`config.mk`:
```
export PLATFORM = sky130hd
export DESIGN_NAME = complex_add_subb_arb
export DESIGN_NICKNAME = d
export VERILOG_FILES = /design/src/rtl/complex_add_subb_arb.sv
export SDC_FILE = /design/constraint.sdc
export NUM_CORES = 1
export LEC_CHECK = 0
export ABC_AREA = 1
export CAP_MARGIN = 20
export CORE_ASPECT_RATIO = 1.4
export CORE_MARGIN = 10
export CORE_UTILIZATION = 42
export DETAILED_ROUTE_END_ITERATION = 6
export PLACE_DENSITY = 0.73
export SYNTH_ARGS = -nofsm -noshare
export SYNTH_HDL_FRONTEND = slang
export SYNTH_SLANG_ARGS = --single-unit
```
`constraint.sdc`:
```
create_clock -name clk -period 1.8 [get_ports clk]
set_clock_uncertainty 0.1 [all_clocks]
set_input_delay 0.36 -clock clk [delete_from_list [all_inputs] [get_ports clk]]
set_output_delay 0.36 -clock clk [all_outputs]
set_load 0.02 [all_outputs]
```
`src/rtl/complex_add_subb_arb.sv`:
```
// complex_add_subb_arb: two-requester round-robin front end and two-stage
// pipeline around one shared complex add/subtract unit. Results return on a
// single registered response channel tagged with the requester index.

// Combinational complex add/subtract. Each component computes
// (subb_a ? -a : a) + (subb_b ? -b : b) mod 2^W. The carry is the carry-out of
// adding the two (possibly negated) W-bit terms.
module complex_add_subb #(
   parameter int W = 4
) (
   input  logic [W-1:0] a_x,
   input  logic [W-1:0] a_y,
   input  logic [W-1:0] b_x,
   input  logic [W-1:0] b_y,
   input  logic         subb_a,
   input  logic         subb_b,
   output logic [W-1:0] s_x,
   output logic [W-1:0] s_y,
   output logic         c_x,
   output logic         c_y
);
   localparam logic [W-1:0] ONE = W'(1);

   logic [W-1:0] a_c [2];
   logic [W-1:0] b_c [2];
   logic [W-1:0] s_c [2];
   logic         c_c [2];

   assign a_c[0] = a_x;
   assign a_c[1] = a_y;
   assign b_c[0] = b_x;
   assign b_c[1] = b_y;

   // Component 0 is x, component 1 is y; both share the same subtract flags.
   for (genvar gi = 0; gi < 2; gi++) begin : g_comp
      logic [W-1:0] ta;
      logic [W-1:0] tb;
      // Two's-complement negate each term on demand, then add with carry-out.
      always_comb begin
         ta = subb_a ? (~a_c[gi] + ONE) : a_c[gi];
         tb = subb_b ? (~b_c[gi] + ONE) : b_c[gi];
         {c_c[gi], s_c[gi]} = {1'b0, ta} + {1'b0, tb};
      end
   end

   assign s_x = s_c[0];
   assign s_y = s_c[1];
   assign c_x = c_c[0];
   assign c_y = c_c[1];
endmodule

module complex_add_subb_arb #(
   parameter int W = 4
) (
   input  logic           clk,
   input  logic           rst_n,
   input  logic [1:0]     req_valid,
   output logic [1:0]     req_ready,
   input  logic [1:0]     req_subb_a,
   input  logic [1:0]     req_subb_b,
   input  logic [2*W-1:0] req_a_x,
   input  logic [2*W-1:0] req_a_y,
   input  logic [2*W-1:0] req_b_x,
   input  logic [2*W-1:0] req_b_y,
   output logic           rsp_valid,
   input  logic           rsp_ready,
   output logic           rsp_id,
   output logic [W-1:0]   rsp_s_x,
   output logic [W-1:0]   rsp_s_y,
   output logic           rsp_c_x,
   output logic           rsp_c_y,
   output logic           busy
);
   logic [W-1:0] a_x_of [2];
   logic [W-1:0] a_y_of [2];
   logic [W-1:0] b_x_of [2];
   logic [W-1:0] b_y_of [2];

   // Unpack the per-requester operand slices.
   for (genvar gi = 0; gi < 2; gi++) begin : g_req
      assign a_x_of[gi] = req_a_x[gi*W +: W];
      assign a_y_of[gi] = req_a_y[gi*W +: W];
      assign b_x_of[gi] = req_b_x[gi*W +: W];
      assign b_y_of[gi] = req_b_y[gi*W +: W];
   end

   logic [1:0]   grant;
   logic [1:0]   ready_int;
   logic         last;
   logic         s2_free;
   logic         s1_adv;
   logic         accept;
   logic         sel;

   logic         s1_vld;
   logic         s1_id;
   logic         s1_subb_a;
   logic         s1_subb_b;
   logic [W-1:0] s1_a_x;
   logic [W-1:0] s1_a_y;
   logic [W-1:0] s1_b_x;
   logic [W-1:0] s1_b_y;

   logic [W-1:0] sum_x;
   logic [W-1:0] sum_y;
   logic         cry_x;
   logic         cry_y;

   // Round-robin grant: a lone requester wins; on contention ~last wins.
   always_comb begin
      grant = 2'b00;
      if (req_valid[0] && (!req_valid[1] || last)) grant[0] = 1'b1;
      if (req_valid[1] && (!req_valid[0] || !last)) grant[1] = 1'b1;
   end

   assign s2_free   = ~rsp_valid | rsp_ready;
   assign s1_adv    = s1_vld & s2_free;
   assign ready_int = grant & {2{~s1_vld | s2_free}};
   // rst_n only masks the visible ready; state is held by the async clear anyway.
   assign req_ready = ready_int & {2{rst_n}};
   assign accept    = |(req_valid & ready_int);
   assign sel       = ready_int[1];
   assign busy      = s1_vld | rsp_valid;

   // Priority pointer follows the most recently accepted requester.
   always_ff @(posedge clk or negedge rst_n) begin
      if (!rst_n) begin
         last <= 1'b1;
      end else if (accept) begin
         last <= sel;
      end
   end

   // Stage 1: capture the accepted operand set; empties when it moves to S2.
   always_ff @(posedge clk or negedge rst_n) begin
      if (!rst_n) begin
         s1_vld    <= 1'b0;
         s1_id     <= 1'b0;
         s1_subb_a <= 1'b0;
         s1_subb_b <= 1'b0;
         s1_a_x    <= '0;
         s1_a_y    <= '0;
         s1_b_x    <= '0;
         s1_b_y    <= '0;
      end else if (accept) begin
         s1_vld    <= 1'b1;
         s1_id     <= sel;
         s1_subb_a <= req_subb_a[sel];
         s1_subb_b <= req_subb_b[sel];
         s1_a_x    <= a_x_of[sel];
         s1_a_y    <= a_y_of[sel];
         s1_b_x    <= b_x_of[sel];
         s1_b_y    <= b_y_of[sel];
      end else if (s1_adv) begin
         s1_vld    <= 1'b0;
      end
   end

   complex_add_subb #(.W(W)) u_add (
      .a_x    (s1_a_x),
      .a_y    (s1_a_y),
      .b_x    (s1_b_x),
      .b_y    (s1_b_y),
      .subb_a (s1_subb_a),
      .subb_b (s1_subb_b),
      .s_x    (sum_x),
      .s_y    (sum_y),
      .c_x    (cry_x),
      .c_y    (cry_y)
   );

   // Stage 2: response register; loads whenever the consumer can take data.
   always_ff @(posedge clk or negedge rst_n) begin
      if (!rst_n) begin
         rsp_valid <= 1'b0;
         rsp_id    <= 1'b0;
         rsp_s_x   <= '0;
         rsp_s_y   <= '0;
         rsp_c_x   <= 1'b0;
         rsp_c_y   <= 1'b0;
      end else if (s2_free) begin
         rsp_valid <= s1_vld;
         if (s1_vld) begin
            rsp_id  <= s1_id;
            rsp_s_x <= sum_x;
            rsp_s_y <= sum_y;
            rsp_c_x <= cry_x;
            rsp_c_y <= cry_y;
         end
      end
   end
endmodule

```
==> results.txt <==
top post-synthesis cells by area -> dfrtp_1 37%, nand3_1 15%, nand2_1 14%
violated checks -> negative setup slack
number of distinct library cells after synthesis -> 21
Mapped Cells -> 304
row cnt -> 31
flops & latches, synth -> 33
Fin. Hold Viols -> 0
Hold Path Depth -> 4
CTS HTree Levels -> 2
pwr/cell area -> 1820 nW/um^2
status -> finished with violations
Crit. End Element -> flip-flop
Reg2Reg Depth -> 11
fin crit period -> 1.82 ns
critical-path maximum fanout -> 4
WL/cell -> 12.1 um
Tcrit/Tclk final -> 101%
Async SR Flop Fraction -> 100%
CTS Buf Count -> 5
Slowest cell on crit path -> dfrtp_1
CTS tree -> built
I/O Pins -> 56
Nets -> 439
antenna-violating nets left -> 0
first-pass detailed-route iteration total -> 4
Die H -> 105 um
routed via count -> 2,117
peak supply drop -> 0.680 mV
share of post-route cells with drive strength above 1 -> 22.7%
area of the multi-input gates -> 1240 um^2
total wire length -> 5460 um
Clk pwr share -> 9.2%
overall routing resource usage -> 12.7%
kind of critical path -> flip-flop to flip-flop
placed cells -> 433
register area -> 828 um^2
# setup viols final -> 2
vias in the first global route -> 2,013
RSZ-0062 raised after global routing -> true
worst hold path class -> primary input to flip-flop
switching pwr -> 2.59 mW
fin. max-slew vios -> 0
combinational power share -> 67.8%
Top Family by Delay on Critical Path -> adder cells
critical path buffer and inverter count -> 2
maximum clock path buffer count -> 2
measured slew at the worst slew-check pin -> 0.420 ns
count leader, synth -> nand2_1
Seq/Total Area, Yosys -> 37.9%
# DRC -> 0
GRT overflow -> 0
Leak -> 1.70 nW
hold_buf cts -> 0
largest net degree at the start of global routing -> 41
antenna cells -> 0
Post-Syn Area -> 2180 um^2
DRT iter0 DRCs -> 61
port bufs -> 55
Levels on crit path -> 11
CTS clock-pin slew for the worst setup and hold paths -> 0.06 ns
Post-Syn Area per Cell -> 7.17 um^2
# fillers -> 436
Crit path required time -> 1.92 ns
effective utilization at floorplan -> 42.6%
fmax -> 0.548 GHz
maxcap violations -> 0
CP peak stage delay -> 0.37 ns
area delta synth->final -> 50.5%
Commonest cells post-synth -> 80 x nand2_1, 64 x nand3_1, 63 x inv_1
first-pass GRT wire length -> 8780 um
Most common cell on crit path -> nand2_1
die extent in x -> 80.9 um
EDFF count, synth -> 0
core area -> 5120 um^2
clock sinks -> 33
pre-CTS setup slack -> -0.649 ns
crit start category -> flip-flop
ys flop type -> dfrtp_1
power share of the sequential group -> 23.0%
crit-path cells -> inv_2, ha_4, inv_2, nand2_2, xor2_1, ha_1, a21oi_2, nand2_1, nand2_1, nand3_1, nand2_1
Synth top area share -> 36.7%
Slew HR -> 72.0%
GP Congestion -> 0.862
detailed-placement wirelength estimate -> 3970 um
clock root cell -> clkbuf_8
crit path DAT -> 1.95 ns
Syn Nets -> 359
Layout Cells excl Fill -> 450
via/cell ratio -> 4.70
Sw Share -> 43.4%
Internal -> 3.37 mW
clock latency on the worst-skew pair -> 0.28 ns
initial antenna violation count -> 0
fin worst setup slack -> -0.0245 ns
largest area contributor in the netlist -> dfrtp_1
Synthesis Warnings -> 0
die area -> 8520 um^2
==> stage by stage <==
step           area, um^2  TNS [ns]  power [mW]  utilization (%)  hold slack [ns]
2_1_floorplan        2180         0        3.40                -          -0.0356
6_report             3280   -0.0278        5.96             64.1            0.289
3_5_place_dp         2910     -6.54        4.46             56.8            0.372
5_1_grt              3280    -0.432        6.46             64.1            0.302
4_1_cts              3090   -0.0264        5.25             60.3            0.388
3_3_place_gp         2910     -5.58        4.33             56.8            0.361
==> power groups by stage <==
| stage | clock, mW | sequential, mW | combinational, mW |
|---|---|---|---|
| after global placement | 0 | 1.32 | 3.01 |
| after floorplan | 0 | 1.44 | 1.97 |
| after CTS | 0.565 | 1.34 | 3.35 |
| final | 0.550 | 1.37 | 4.04 |
| after global routing | 0.592 | 1.42 | 4.45 |
| after detailed placement | 0 | 1.33 | 3.13 |
==> cells by family (layout without fill, tap and decap cells) <==
group	count (synthesis)	after routing	share of synthesized area, %
AO/OA/AOI/OAI	18	18	4.65
adder cells (fa/ha/maj)	14	14	8.72
flip-flops	33	33	37.9
buffers and inverters	78	158	14.2
XOR/XNOR	10	10	4.02
AND/OR/NAND/NOR	151	151	30.5
==> placed cells by master (no fill, tap or decap), types with 2 or more instances in the layout <==
cell and instances:
nand3b_1 2, buf_6 3, ha_4 7, o21ai_1 5
ha_1 5, dlygate4sd2_1 3, xor2_2 2, o21ai_2 2
nor2_4 2, dfrtp_1 31, xor2_1 4, nand2_1 76
inv_2 14, nand3_1 62, o21ai_0 6, fa_2 2
nand2_2 4, xnor2_1 2, clkdlybuf4s50_1 48, a21oi_2 3
clkbuf_8 6, inv_1 50, nand3_4 2, buf_4 30
xnor2_2 2
==> worst reg2reg max path, stage by stage (launching register included) <==
cell	delay (ns)
dfrtp_1	0.37
inv_2	0.06
ha_4	0.15
inv_2	0.04
nand2_2	0.04
xor2_1	0.17
ha_1	0.37
a21oi_2	0.19
nand2_1	0.08
nand2_1	0.06
nand3_1	0.07
nand2_1	0.07
==> routing by layer <==
layer | wire length, um | track usage [%]
met2 | 2930 | 23.2
met5 | 0 | 0
met3 | 319 | 3.40
met1 | 2070 | 12.9
met4 | 132 | 5.21
==> registers in the layout, indices dropped and copies added (netlist names), 4 cells and up <==
register	cells
s1_b_x	4
rsp_s_y	4
s1_b_y	4
s1_a_y	4
rsp_s_x	4
s1_a_x	4
==> worst paths after layout <==
| kind | from | endpoint | slack [ns] |
|---|---|---|---|
| setup / recovery | s1_b_x[0] | rsp_s_x[3] | -0.02 |
| hold / removal | rsp_ready | rsp_valid | 0.29 |
| setup reg to reg | s1_b_x[0] | rsp_s_x[3] | -0.02 |
| hold reg to reg | rsp_s_x[3] | rsp_s_x[3] | 0.38 |
| max in group asynchronous | rst_n | last | 0.82 |
| min in group asynchronous | rst_n | rsp_valid | 0.45 |
==> cell type report <==
cell class	count	area share (%)
Multi-Input combinational cell	193	37.8
Sequential cell	33	25.2
Timing Repair Buffer	87	24.5
Inverter	64	7.32
Clock buffer	7	2.63
Tap cell	66	2.52
==> what timing repair did <==
item | 4_1_cts | 5_1_grt
endpoints found under the setup margin | 11 | 26
endpoints found under the hold margin | 0 | 0
setup buffers | 4 | 6
pin swaps | 14 | 19
gates resized for setup | 44 | 35
gates cloned | 0 | 0
Power figures use the tool's default switching activity.
